<file path="config.mk">
export PLATFORM = sky130hd
export DESIGN_NAME = gda_recover_seq_flat
export DESIGN_NICKNAME = d
export VERILOG_FILES = /design/src/rtl/gda_pkg.sv /design/src/rtl/gda_recover_seq_if.sv /design/src/rtl/gda_pred_add.sv /design/src/rtl/gda_recover_seq.sv /design/src/flat_wrapper.sv
export SDC_FILE = /design/constraint.sdc
export NUM_CORES = 1
export LEC_CHECK = 0
export CORE_UTILIZATION = 30
export DETAILED_ROUTE_END_ITERATION = 10
export PLACE_DENSITY = 0.51
export SETUP_SLACK_MARGIN = 0.1
export SLEW_MARGIN = 20
export SYNTH_ARGS = -nofsm -noshare
export SYNTH_HDL_FRONTEND = slang
export SYNTH_SLANG_ARGS = --single-unit
</file>
<file path="constraint.sdc">
create_clock -name clk -period 7.9 [get_ports clk]
set_clock_uncertainty 0.1 [all_clocks]
set_input_delay 0.79 -clock clk [delete_from_list [all_inputs] [get_ports clk]]
set_output_delay 0.79 -clock clk [all_outputs]
set_load 0.02 [all_outputs]
</file>
<file path="src/rtl/gda_pkg.sv">
// Shared types and default sizing for the GDA recover sequencer.
// Latency: n/a (declarations only).
// Backpressure: n/a.
package gda_pkg;

  localparam int GDA_W     = 8;
  localparam int GDA_P     = 6;
  localparam int GDA_CNT_W = 16;

  typedef enum logic [1:0] {
    IDLE    = 2'd0,
    EVAL    = 2'd1,
    CORRECT = 2'd2,
    HOLD    = 2'd3
  } gda_state_t;

endpackage

</file>
<file path="src/rtl/gda_recover_seq_if.sv">
// Operand/result handshake bundle plus error statistic for gda_recover_seq.
// Latency: n/a (wires only).
// Backpressure: valid/ready on both the operand and the result side.
interface gda_recover_seq_if
  import gda_pkg::*;
#(
  parameter int W     = GDA_W,
  parameter int CNT_W = GDA_CNT_W
) ();

  logic             in_valid;
  logic             in_ready;
  logic [W-1:0]     in1;
  logic [W-1:0]     in2;
  logic             approx_mode;
  logic             out_valid;
  logic             out_ready;
  logic [W:0]       res;
  logic             err_flag;
  logic [CNT_W-1:0] err_count;
  logic             clr_count;

  // Operand source and result consumer side
  modport master (
    output in_valid, in1, in2, approx_mode, out_ready, clr_count,
    input  in_ready, out_valid, res, err_flag, err_count
  );

  // Adder block side
  modport slave (
    input  in_valid, in1, in2, approx_mode, out_ready, clr_count,
    output in_ready, out_valid, res, err_flag, err_count
  );

endinterface

</file>
<file path="src/rtl/gda_pred_add.sv">
// Windowed carry-prediction adder: each carry only looks back P bit positions.
// Latency: combinational.
// Backpressure: none.
module gda_pred_add
  import gda_pkg::*;
#(
  parameter int W = GDA_W,
  parameter int P = GDA_P
) (
  input  logic [W-1:0] a,
  input  logic [W-1:0] b,
  output logic [W:0]   sum,
  output logic [W:0]   carry
);

  logic [W-1:0] g;
  logic [W-1:0] p;
  logic         win_c;

  assign g = a & b;
  assign p = a ^ b;

  // Ripple a fresh carry (starting at 0) through the window below each bit;
  // j >= i-P also covers the max(0, i-P) clamp when i-P is negative.
  always_comb begin
    carry = '0;
    win_c = 1'b0;
    for (int i = 1; i <= W; i++) begin
      win_c = 1'b0;
      for (int j = 0; j < W; j++) begin
        if ((j >= i - P) && (j < i)) begin
          win_c = g[j] | (p[j] & win_c);
        end
      end
      carry[i] = win_c;
    end
    sum = {carry[W], p ^ carry[W-1:0]};
  end

endmodule

</file>
<file path="src/rtl/gda_recover_seq.sv">
// Approximate adder wrapper: predicted sum after EVAL, optional exact fix-up.
// Latency: 2 cycles from handshake cycle to out_valid, 3 when corrected.
// Backpressure: single operation in flight; result held in HOLD until out_ready.
module gda_recover_seq
  import gda_pkg::*;
#(
  parameter int W     = GDA_W,
  parameter int P     = GDA_P,
  parameter int CNT_W = GDA_CNT_W
) (
  input  logic               clk,
  input  logic               rst,
  gda_recover_seq_if.slave   bus
);

  gda_state_t   state;
  gda_state_t   nxt;
  logic [W-1:0] a_q;
  logic [W-1:0] b_q;
  logic         mode_q;
  logic [W:0]   pred_sum;
  logic [W:0]   pred_c;
  logic [W:0]   exact_sum;
  logic [W:0]   exact_c;
  logic         mism;

  gda_pred_add #(.W(W), .P(P)) u_pred (
    .a     (a_q),
    .b     (b_q),
    .sum   (pred_sum),
    .carry (pred_c)
  );

  assign exact_sum = {1'b0, a_q} + {1'b0, b_q};
  // Exact carry into each bit recovered from the true sum. Sum bits differ
  // exactly where carries differ, so this is the same as comparing sums.
  assign exact_c   = exact_sum ^ {1'b0, a_q ^ b_q};
  assign mism      = (pred_c != exact_c);

  assign bus.in_ready  = (state == IDLE);
  assign bus.out_valid = (state == HOLD);

  // State register
  always_ff @(posedge clk or posedge rst) begin
    if (rst) state <= IDLE;
    else     state <= nxt;
  end

  // Next-state: correction detour only for exact mode on a misprediction
  always_comb begin
    nxt = state;
    unique case (state)
      IDLE:    if (bus.in_valid) nxt = EVAL;
      EVAL:    nxt = (mism && !mode_q) ? CORRECT : HOLD;
      CORRECT: nxt = HOLD;
      HOLD:    if (bus.out_ready) nxt = IDLE;
      default: nxt = IDLE;
    endcase
  end

  // Operand capture and result register; res/err_flag frozen outside EVAL/CORRECT
  always_ff @(posedge clk or posedge rst) begin
    if (rst) begin
      a_q          <= '0;
      b_q          <= '0;
      mode_q       <= 1'b0;
      bus.res      <= '0;
      bus.err_flag <= 1'b0;
    end else begin
      if (state == IDLE && bus.in_valid) begin
        a_q    <= bus.in1;
        b_q    <= bus.in2;
        mode_q <= bus.approx_mode;
      end
      if (state == EVAL && (!mism || mode_q)) begin
        bus.res      <= pred_sum;
        bus.err_flag <= mism;
      end
      if (state == CORRECT) begin
        bus.res      <= exact_sum;
        bus.err_flag <= 1'b1;
      end
    end
  end

  // Saturating misprediction counter; clear wins over a same-cycle increment
  always_ff @(posedge clk or posedge rst) begin
    if (rst) begin
      bus.err_count <= '0;
    end else if (bus.clr_count) begin
      bus.err_count <= '0;
    end else if (state == EVAL && mism && (bus.err_count != {CNT_W{1'b1}})) begin
      bus.err_count <= bus.err_count + CNT_W'(1);
    end
  end

endmodule

</file>
<file path="src/flat_wrapper.sv">
// flat-port wrapper written by rule: the top's interface ports become plain ports
module gda_recover_seq_flat import gda_pkg::*;
#(
  parameter int W     = GDA_W,
  parameter int P     = GDA_P,
  parameter int CNT_W = GDA_CNT_W
)
  (clk, rst, bus_in_valid, bus_in1, bus_in2, bus_approx_mode, bus_out_ready, bus_clr_count, bus_in_ready, bus_out_valid, bus_res, bus_err_flag, bus_err_count);
  gda_recover_seq_if #(.W(W), .CNT_W(CNT_W)) bus_i ();
  input  logic clk;
  input  logic rst;
  input wire logic [$bits(bus_i.in_valid)-1:0] bus_in_valid;
  input wire logic [$bits(bus_i.in1)-1:0] bus_in1;
  input wire logic [$bits(bus_i.in2)-1:0] bus_in2;
  input wire logic [$bits(bus_i.approx_mode)-1:0] bus_approx_mode;
  input wire logic [$bits(bus_i.out_ready)-1:0] bus_out_ready;
  input wire logic [$bits(bus_i.clr_count)-1:0] bus_clr_count;
  output wire logic [$bits(bus_i.in_ready)-1:0] bus_in_ready;
  output wire logic [$bits(bus_i.out_valid)-1:0] bus_out_valid;
  output wire logic [$bits(bus_i.res)-1:0] bus_res;
  output wire logic [$bits(bus_i.err_flag)-1:0] bus_err_flag;
  output wire logic [$bits(bus_i.err_count)-1:0] bus_err_count;
  assign bus_i.in_valid = bus_in_valid;
  assign bus_i.in1 = bus_in1;
  assign bus_i.in2 = bus_in2;
  assign bus_i.approx_mode = bus_approx_mode;
  assign bus_i.out_ready = bus_out_ready;
  assign bus_i.clr_count = bus_clr_count;
  assign bus_in_ready = bus_i.in_ready;
  assign bus_out_valid = bus_i.out_valid;
  assign bus_res = bus_i.res;
  assign bus_err_flag = bus_i.err_flag;
  assign bus_err_count = bus_i.err_count;
  gda_recover_seq #(.W(W), .P(P), .CNT_W(CNT_W)) u_core (.clk(clk), .rst(rst), .bus(bus_i));
endmodule
</file>
## Word level (Yosys, flattened, before mapping)

Cells that the tools add are included.
Widths: inputs -> output; s select.

| word-level totals | value |
|---|---|
| register bits after elaboration | 45 |
| bits of input ports | 22 |
| output and inout port bits | 28 |
| word-level logic and storage cells | 72 |

| operators by class | value |
|---|---|
| add/sub/neg operators | 2 |
| eq/ne operators | 7 |
| muxes and demuxes | 10 |
| bitwise operators | 34 |
| reductions and logical operators | 12 |

Operator list:

| kind | count |
|---|---|
| $mux 16 | 2 |
| $mux 9 | 2 |
| $add 16x1->16 const B | 1 |
| $ne 16x16->1 const B | 1 |
| $xor 8x8->8 | 2 |
| $and 1x1->1 | 15 |
| $or 1x1->1 | 15 |
| $add 8x8->9 | 1 |
| $ne 9x9->1 | 1 |
| $xor 9x8->9 | 1 |
| $and 8x8->8 | 1 |
| $pmux 2 s4 | 1 |
| $logic_and 1x1->1 | 5 |
| $eq 2x2->1 const B | 2 |
| $mux 2 | 2 |
| $ne 2x2->1 const B | 2 |
| $reduce_bool 2->1 | 2 |
| $mux 1 | 3 |
| $eq 2x1->1 const B | 1 |
| $logic_not 1->1 | 2 |
| $logic_not 2->1 | 1 |
| $reduce_and 2->1 | 1 |
| $logic_or 1x1->1 | 1 |

## Longest topological paths before layout

Gate-level depths: netlist of run 1.

| depth | value |
|---|---|
| word-level depth | 17 |
| depth in mapped cells | 17 |
| depth with buffers taken out | 14 |

## Hierarchy

From an unflattened synthesis of run 1, not the netlist that was laid out.

| second synthesis, totals | value |
|---|---|
| cell total of the unflattened synthesis | 309 |
| area total of the unflattened synthesis | 3022.9 µm² |

By module, submodules not included:

| module | times used | cells each | area each (µm²) | sequential area each (µm²) |
|---|---|---|---|---|
| gda_recover_seq | 1 | 268 | 2673.8 | 1126.1 |
| gda_pred_add | 1 | 41 | 349.1 | 0.0 |

## Least setup slack after synthesis of run 1

OpenSTA, ideal clock, no wires.

| path | value |
|---|---|
| kind | register -> register |
| start point | register u_core.b_q[0] |
| end point | register u_core.bus.res[0] |
| library setup time | 0.125 ns |
| arrival | 3.846 ns |
| required time | 7.675 ns |
| path slack | 3.830 ns |
| stages on the path, launching flop included | 16 |
| cell sequence | dfrtp_1 ha_1 fa_1 inv_1 fa_1 fa_1 inv_1 fa_1 fa_1 xor2_1 nor2_1 and2_4 buf_6 a211o_1 buf_6 mux2_2 |

| between the ends | value |
|---|---|
| word-level cells in the longest chain between the ends | 16 |
| elaborated cells on any way between the ends | 22 |
| classes of those cells | add/sub: 1; eq/ne: 1; mux: 2; bitwise: 14; reduce/logical: 4 |

RTL lines:

| item | line | source |
|---|---|---|
| start, declared | gda_recover_seq.sv:19 | `logic [W-1:0] b_q;` |
| start signal, assigned | gda_recover_seq.sv:72 | `b_q <= bus.in2;` |
| $and 8x8->8 | gda_pred_add.sv:20 | `assign g = a & b;` |
| $and 1x1->1 | gda_pred_add.sv:32 | `win_c = g[j] \| (p[j] & win_c);` |
| $or 1x1->1 | gda_pred_add.sv:32 |  |
| $and 1x1->1 | gda_pred_add.sv:32 |  |
| $or 1x1->1 | gda_pred_add.sv:32 |  |
| $and 1x1->1 | gda_pred_add.sv:32 |  |
| $or 1x1->1 | gda_pred_add.sv:32 |  |
| $and 1x1->1 | gda_pred_add.sv:32 |  |
| $or 1x1->1 | gda_pred_add.sv:32 |  |
| $and 1x1->1 | gda_pred_add.sv:32 |  |
| $or 1x1->1 | gda_pred_add.sv:32 |  |
| $ne 9x9->1 | gda_recover_seq.sv:38 | `assign mism = (pred_c != exact_c);` |
| $logic_not 1->1 | gda_recover_seq.sv:75 | `if (state == EVAL && (!mism \|\| mode_q)) begin` |
| $logic_or 1x1->1 | gda_recover_seq.sv:75 |  |
| $logic_and 1x1->1 | gda_recover_seq.sv:75 |  |
| $reduce_bool 2->1 (no source line) | n/a |  |
| end signal, assigned | gda_recover_seq.sv:76 | `bus.res <= pred_sum;` |
| end signal, assigned | gda_recover_seq.sv:80 | `bus.res <= exact_sum;` |
| end, declared | gda_recover_seq_if.sv:32 | `output in_ready, out_valid, res, err_flag, err_count` |

Several ways; a longest one is shown, not always the timed one. The select of a mux whose other input is x is not followed.
A chain may end at the register's enable or synchronous reset.

## Worst setup path after layout of run 1

| path | value |
|---|---|
| start point | register u_core.b_q[0] |
| end point | register u_core.bus.res[7] |

Same word-level chain as after synthesis.

==> results.md, run 1 <==
Place:
- The port buffer count is 49.
- The half-perimeter wire length of the detailed placement result is 4300 um.
- The post-placement worst setup slack is 3360 ps.
- The congestion estimate from routability-driven global placement came to 0.820.
- The instance area after placement is 3300 um2.
- The count of placed standard cells including taps is 408.

Timing:
- The hold violation total from the final report was 0.
- In the final timing run, aggregate negative setup slack is 0 ps.
- The period utilization is 0.578.
- The relative slew slack is 0.469.
- Final hold analysis gives a worst-case slack of 416 ps.
- The final critical-path setup slack is 3340 ps.
- The highest achievable clock rate is 219 MHz.
- The number of slew-limit violations in the final report is 0.
- The measured slew at the worst slew-check pin is 790 ps.
- The minimum clock period is 4560 ps.
- Setup repair after global routing left no endpoint under its margin.
- Setup violations remaining at the end of the flow were counted as 0.

Synthesis:
- The synthesized design contains 45 register bits.
- The number of flops mapped to enable cells by yosys is 0.
- The total of warnings raised by yosys is 0.
- After synthesis the cells add up to 2740 um2.
- The number of nets in the synthesized netlist is 302.
- The cell taking the most area after synthesis is sky130_fd_sc_hd__dfrtp_1.
- After synthesis, the netlist uses 48 different library cells.
- The sequential share of the synthesized area is 0.411.
- By count the netlist is led by sky130_fd_sc_hd__dfrtp_1, sky130_fd_sc_hd__mux2_2, sky130_fd_sc_hd__nor2_1, sky130_fd_sc_hd__inv_1, sky130_fd_sc_hd__nand2_1.
- Yosys attributes the largest share of cell area to sky130_fd_sc_hd__dfrtp_1, sky130_fd_sc_hd__mux2_2, sky130_fd_sc_hd__ha_1.
- Counting flops with an async set or reset pin after synthesis yields a share of 1.00.
- The share of synthesized area in the top cell type comes to 0.411.
- The predominant post-synthesis flop cell is sky130_fd_sc_hd__dfrtp_1.
- The synthesized area divided by synthesized cell count is 10.5 um2.
- The most common cell in the netlist is sky130_fd_sc_hd__dfrtp_1.
- The number of instances in the synthesized netlist is 261.

Critical path:
- The number of cell instances on the worst register-to-register path is 13.
- The worst setup path is launched from a flip-flop.
- The critical path capture point type is a flip-flop.
- The worst register-to-register path begins at u_core.b_q[0].
- For flop-to-flop paths, the worst setup slack is 3340 ps.
- The worst register-to-register path ends at u_core.bus.res[7].
- The required arrival time at the worst endpoint is 7990 ps.
- The critical path arrival is 4650 ps.
- The kind of critical path is flip-flop to flip-flop.
- The highest net fanout along the worst path is 10.

GRT:
- Entering global routing, the biggest net connects 46 pins.
- The initial antenna violation count is 0.
- The all-layer global routing usage is 0.128.
- The number of global-route vias before repair is 2,022.
- The wire length of the first global-routing pass is 9950 um.
- Summed over all layers, the global routing overflow is 0.

Outcome:
- The flow ran to the end, and the final reports show no timing, DRC or antenna violations.

Die:
- In this run the count of I/O pins placed on the die edge is 50.
- The die area is 9520 um2.
- The die span in y is 97.6 um.
- The initial utilization of the core area, before any placement, comes to 0.313.
- The core region area is 8760 um2.
- The die is 97.6 um wide.
- In this run the core area contains 34 standard-cell rows.

Power and ir drop:
- Of the total power, combinational logic draws 0.622.
- The switching share of power is 0.436.
- The internal power of the cells totals 798 uW.
- The maximum resistive drop on vdd is 0.146 mV.
- The clock group share of total power is 0.111.
- The total power is 1.42 mW.
- The standby leakage power is 1.50 nW.
- The net switching power is 617 uW.
- The share of total power dissipated in sequential elements is 0.267.
- In this run the power density over the cells is 416 nW/um2.

Route:
- For this block, the via count after detailed routing is 2,016.
- The number of vias per cell after detailed routing is 4.85.
- Wires add up to 5760 um.
- The first detailed-routing pass ran for 4 iterations.
- After detailed routing, the number of remaining DRC violations is 0.
- The average wire per standard cell is 13.9 um.
- The violation count after the first detailed-route iteration is 94.
- In this run the remaining antenna-violating nets after routing total 0.

Clocking:
- The maximum clock path buffer count is 2.
- Buffers added to address setup during post-CTS repair amount to 0.
- TritonCTS built the clock tree.
- The clock drives 45 sinks.
- The clock-pin transition on the worst setup and hold timing paths is 80 ps.
- The hold-fix buffer count after cts is 0.
- The clock root buffer master is sky130_fd_sc_hd__clkbuf_8.
- The number of instances resized during post-cts repair is 0.
- The number of CTS-inserted buffers is 5.
- CTS built an H-tree with a depth of 2.
- The later pin in the worst-skew pair is clocked with a latency of 300 ps.

Final layout:
- In the final layout, the share of cells above drive strength 1 is 0.136.
- Once layout is done, the placed cells without fillers occupy 3400 um2.
- The net count reported at finish is 348.
- Measured on the finished design, the core utilization comes to 0.388.
- The post-layout instance count excluding filler cells is 416.
- The number of antenna diodes is 0.
- The area growth from synthesis to layout is 24.2%.

Flow run:
- Across the run, the number of max-cap violations was 0.

Hold path:
- The capture endpoint of the worst hold path is u_core.bus.res[0].
- The worst hold path belongs to the class flip-flop to flip-flop.
- The startpoint identified for the worst hold timing path is u_core.bus.res[0].
- The hold-critical path depth is 1.
-- routing by layer --
metal	vias to the layer above	share of wire	global-route usage
li1	1012	-	-
met1	957	0.51	0.185
met2	40	0.43	0.189
met3	7	0.039	0.0252
met4	0	0.014	0.0419
met5	-	0	0
-- placed cells by master (no fill, tap or decap), drive strengths merged, types with 2 or more instances in the layout --
| master | instances |
|---|---|
| a211oi | 6 |
| a21oi | 17 |
| a2bb2oi | 2 |
| and3 | 6 |
| clkbuf | 7 |
| clkdlybuf4s50 | 49 |
| clkinv | 2 |
| dfrtp | 45 |
| fa | 5 |
| ha | 14 |
| inv | 16 |
| mux2 | 27 |
| mux2i | 3 |
| nand2 | 17 |
| nand3 | 9 |
| nand4 | 2 |
| nor2 | 19 |
| nor2b | 8 |
| o211a | 4 |
| o21ai | 6 |
| o31a | 4 |
| o31ai | 2 |
| xnor2 | 12 |
| xor2 | 5 |
-- worst max-delay path: stages, from the launching register on --
cell                      delay, ps
sky130_fd_sc_hd__dfrtp_1        400
sky130_fd_sc_hd__ha_1           280
sky130_fd_sc_hd__fa_1           410
sky130_fd_sc_hd__inv_1           80
sky130_fd_sc_hd__fa_1           260
sky130_fd_sc_hd__fa_1           240
sky130_fd_sc_hd__inv_1           60
sky130_fd_sc_hd__fa_1           430
sky130_fd_sc_hd__fa_1           420
sky130_fd_sc_hd__xor2_1         170
sky130_fd_sc_hd__nor2_1         520
sky130_fd_sc_hd__and2_4         330
sky130_fd_sc_hd__a211o_1        360
sky130_fd_sc_hd__mux2_2         380
-- power groups by stage --
stage / sequential (mW) / clock (mW) / combinational [mW]
after floorplan: 0.398 / 0 / 0.670
after global placement: 0.384 / 0 / 0.876
after detailed placement: 0.385 / 0 / 0.881
after CTS: 0.381 / 0.166 / 0.887
after global routing: 0.392 / 0.174 / 0.980
final: 0.378 / 0.157 / 0.880
-- final cells by class --
cell class	instances	area [um2]
inverters	17	65.1
flip-flops and latches	45	1130
well taps	108	135
repair buffers	49	490
multi-input cells	189	1490
clock inverters	1	5.00
fillers	885	5360
clock buffers	7	96.3
-- worst max-delay path by stage --
stage,startpoint,to,slack (ps),depth (start not counted)
after global placement,u_core.b_q[0],u_core.bus.res[6],3440,13
after detailed placement,u_core.b_q[0],u_core.bus.res[7],3360,13
final,u_core.b_q[0],u_core.bus.res[7],3340,13
after floorplan,u_core.b_q[0],u_core.bus.res[0],3830,15
after global routing,u_core.b_q[0],u_core.bus.res[7],3040,13
after CTS,u_core.b_q[0],u_core.bus.res[7],3310,13
-- sequential cells by signal, indices dropped and copies added, names as in the netlist --
signal and flops:
u_core.bus.err_flag 1, u_core.b_q 8, u_core.bus.res 9, u_core.state 2, u_core.a_q 8, u_core.bus.err_count 16, u_core.mode_q 1
-- logic make-up after synthesis --
kind of cell,count (synthesis),share of synthesized area
DFF,45,0.411
muxes,30,0.122
and+or+nand+nor,72,0.134
AOI/OAI and AO/OA,51,0.132
buffers and inverters,27,0.0470
xor gates and xnor gates,17,0.0543
adders and majority gates,19,0.100
Note: power is estimated with default switching activity, not from simulation.
==> inputs of run 2 (changes only) <==
==> constraint.sdc (replaced) <==
create_clock -name clk -period 4.3 [get_ports clk]
set_clock_uncertainty 0.1 [all_clocks]
set_input_delay 0.43 -clock clk [delete_from_list [all_inputs] [get_ports clk]]
set_output_delay 0.43 -clock clk [all_outputs]
set_load 0.02 [all_outputs]
==> results.md, run 2 (same netlist as run 1, synthesis figures left out) <==
Final layout:
- Ranked by flip-flop count, first place goes to u_core.bus.err_count.
- In the layout the commonest cells are sky130_fd_sc_hd__clkdlybuf4s50_1, sky130_fd_sc_hd__dfrtp_1, sky130_fd_sc_hd__mux2_2, sky130_fd_sc_hd__nor2_1, sky130_fd_sc_hd__nand2_1.
- The count of fill cells added during filler insertion is 879.
- The register area is 1130 um2.
- The proportion of layout cells with a drive suffix above 1 is 0.152.
- The share of the core filled with cells in the final layout is 0.391.
- Relative to the synthesized area, the layout overhead comes to 25.0%.
- The library cell used most frequently in the layout, excluding fill and tap cells, is sky130_fd_sc_hd__clkdlybuf4s50_1.
- The largest registers in the layout are u_core.bus.err_count x16, u_core.bus.res x9.
- The register with the most flip-flops in the layout has 16 of them.
- In the final layout, the multi-input gates occupy 1510 um2.
- The number of antenna diodes is 0.
- The net count reported at finish is 350.

Timing:
- The hold violation total from the final report is 0.
- The highest achievable clock rate is 255 MHz.
- The count of final setup violators is 0.
- At the pin with the least slew margin, the transition time is 929 ps.
- The number of slew-limit violations in the final report is 0.
- The minimum clock period is 3930 ps.
- The post-route setup TNS is 0 ps.
- Of the available clock period, the critical path in the final layout requires 0.913.
- In this run the tightest slew margin relative to its limit is 0.380.
- Setup repair after global routing left no endpoint under its margin.

Outcome:
- The flow ran to the end, and the final reports show no timing, DRC or antenna violations.

GRT:
- The initial antenna violation count is 0.
- Entering global routing, the biggest net connects 46 pins.
- The all-layer global routing usage is 0.126.
- Summed over all layers, the global routing overflow is 0.
- The first global-routing pass estimated 9850 um of wire.
- The number of global-route vias before repair is 1,987.

Critical path:
- The startpoint of the lowest-slack register-to-register path is u_core.b_q[0].
- The number of cell instances on the worst register-to-register path is 13.
- The register-to-register path setup slack is 370 ps.
- Along the worst path, the maximum fanout reaches 10.
- The required arrival time at the worst endpoint is 4380 ps.
- In this design, the critical path's most frequently occurring cell is sky130_fd_sc_hd__fa_1.
- The worst setup path is captured at a flip-flop.
- The delay of the slowest critical-path stage is 440 ps.
- The signal on the critical path passes through ha_1 > fa_1 > inv_1 > fa_2 > fa_1 > inv_1 > fa_1 > fa_1 > xor2_1 > nor2_1 > and2_4 > a211o_4 > o32a_1.
- STA classifies the critical path startpoint as a flip-flop.
- The kind of critical path is flip-flop to flip-flop.
- Among all stages on the critical path, the largest delay is contributed by sky130_fd_sc_hd__fa_1.
- The worst reg2reg path endpoint is u_core.state[0].
- The critical path arrival is 4000 ps.

Hold path:
- The class of the most critical hold timing path is flip-flop to flip-flop.
- The hold-critical path depth is 1.
- In this run the most critical hold path is launched from u_core.a_q[6].
- The capture endpoint of the worst hold path is u_core.a_q[6].

Die:
- The core region area is 8760 um2.
- The starting utilization of the core area is 0.313.
- The die span in y is 97.6 um.
- The floorplan step defined a die boundary enclosing 9520 um2.
- The number of I/O pins is 50.
- In this run the horizontal extent of the chip is 97.6 um.
- The floorplan has 34 rows.

Place:
- The port buffer count is 49.
- The final weighted congestion in routability-driven placement is 0.843.
- Once detailed placement completed, the half-perimeter wirelength came to 4230 um.

Power and ir drop:
- Dividing total power by cell area gives a power density of 770 nW/um2.
- The worst-case IR drop observed on VDD is 0.308 mV.
- The standby leakage power is 1.50 nW.

Flow run:
- The number of violations of the max-capacitance limit is 0.

Route:
- After the first detailed-routing iteration, the DRC count stood at 92.
- The total number of vias is 2,025.
- Dividing the detail-routed wire length by the instance count gives 13.4 um.
- For this block, the routed nets add up to 5590 um of wire.
- The number of search-and-repair iterations in the first detailed-routing pass is 4.
- The number of vias per cell after detailed routing is 4.84.
- After detailed routing, the number of remaining DRC violations is 0.
- The count of nets left with antenna violations once routing finished came out at 0.

Clocking:
- TritonCTS built the clock tree.
- The hold-fix buffer count after cts is 0.
- The maximum clock path buffer count is 2.
- The H-tree depth reported by CTS is 2.
- The tree built by TritonCTS fans out to 45 sinks.
- The number of instances resized during post-cts repair is 0.
- Clock latency on the worst-skew pair, taken at its later pin, is 290 ps.
- The tree is rooted in a sky130_fd_sc_hd__clkbuf_8.
- The post-CTS setup buffer count is 0.
- Clock tree synthesis inserted a total of 5 buffers.
- Clock-pin slew was measured on the worst setup and hold paths at 80 ps.
## run 2: changes by cell type in the layout (fill, tap and decap cells not counted), sizes merged
cell and change:
buf +2, clkbuf -1, inv +1
## run 2: metrics by stage
stage	setup slack [ps]	power (mW)	area [um2]	hold slack, ps	instances
after floorplan	230	1.96	2740	384	261
after global placement	280	2.36	3320	399	410
after CTS	180	2.63	3400	422	418
final	375	2.64	3420	419	418
after global routing	110	2.89	3420	445	418
after detailed placement	212	2.35	3320	402	410
## run 2: layout make-up
cell class,count,share of cell area
flip-flops and latches,45,0.329
clock inverters,2,0.00292
repair buffers,51,0.148
inverters,17,0.0186
clock buffers,6,0.0212
multi-input cells,189,0.441
well taps,108,0.0395
## run 2: worst max path at each step
stage,slack (ps),end,startpoint,depth (start not counted)
after floorplan,230,u_core.bus.res[0],u_core.b_q[0],15
after global placement,280,u_core.bus.err_count[15],u_core.b_q[0],14
after detailed placement,210,u_core.bus.res[7],u_core.b_q[0],13
after CTS,180,u_core.bus.err_count[15],u_core.b_q[0],14
after global routing,110,u_core.bus.err_count[15],u_core.b_q[0],14
final,370,u_core.state[0],u_core.b_q[0],13
## run 2: worst max-delay path, delay by kind of cell (launching register included)
family | cells | cell delay (ps)
DFF | 1 | 400
and+or+nand+nor | 2 | 260
AOI/OAI and AO/OA | 2 | 730
xor gates and xnor gates | 1 | 170
adders and majority gates | 6 | 2000
buffers and inverters | 2 | 150
## run 2: where the power goes
| part | internal, mW | leakage, nW | switching, mW |
|---|---|---|---|
| logic | 0.802 | 0.893 | 0.887 |
| registers | 0.574 | 0.562 | 0.123 |
| clock network | 0.113 | 0.0450 | 0.137 |
## run 2: layer usage
| metal | up-vias | global-route usage | routed length, um |
|---|---|---|---|
| met2 | 45 | 0.190 | 2490 |
| met5 | - | 0 | 0 |
| li1 | 1016 | - | - |
| met3 | 6 | 0.0281 | 190 |
| met4 | 0 | 0.0339 | 70 |
| met1 | 958 | 0.182 | 2840 |
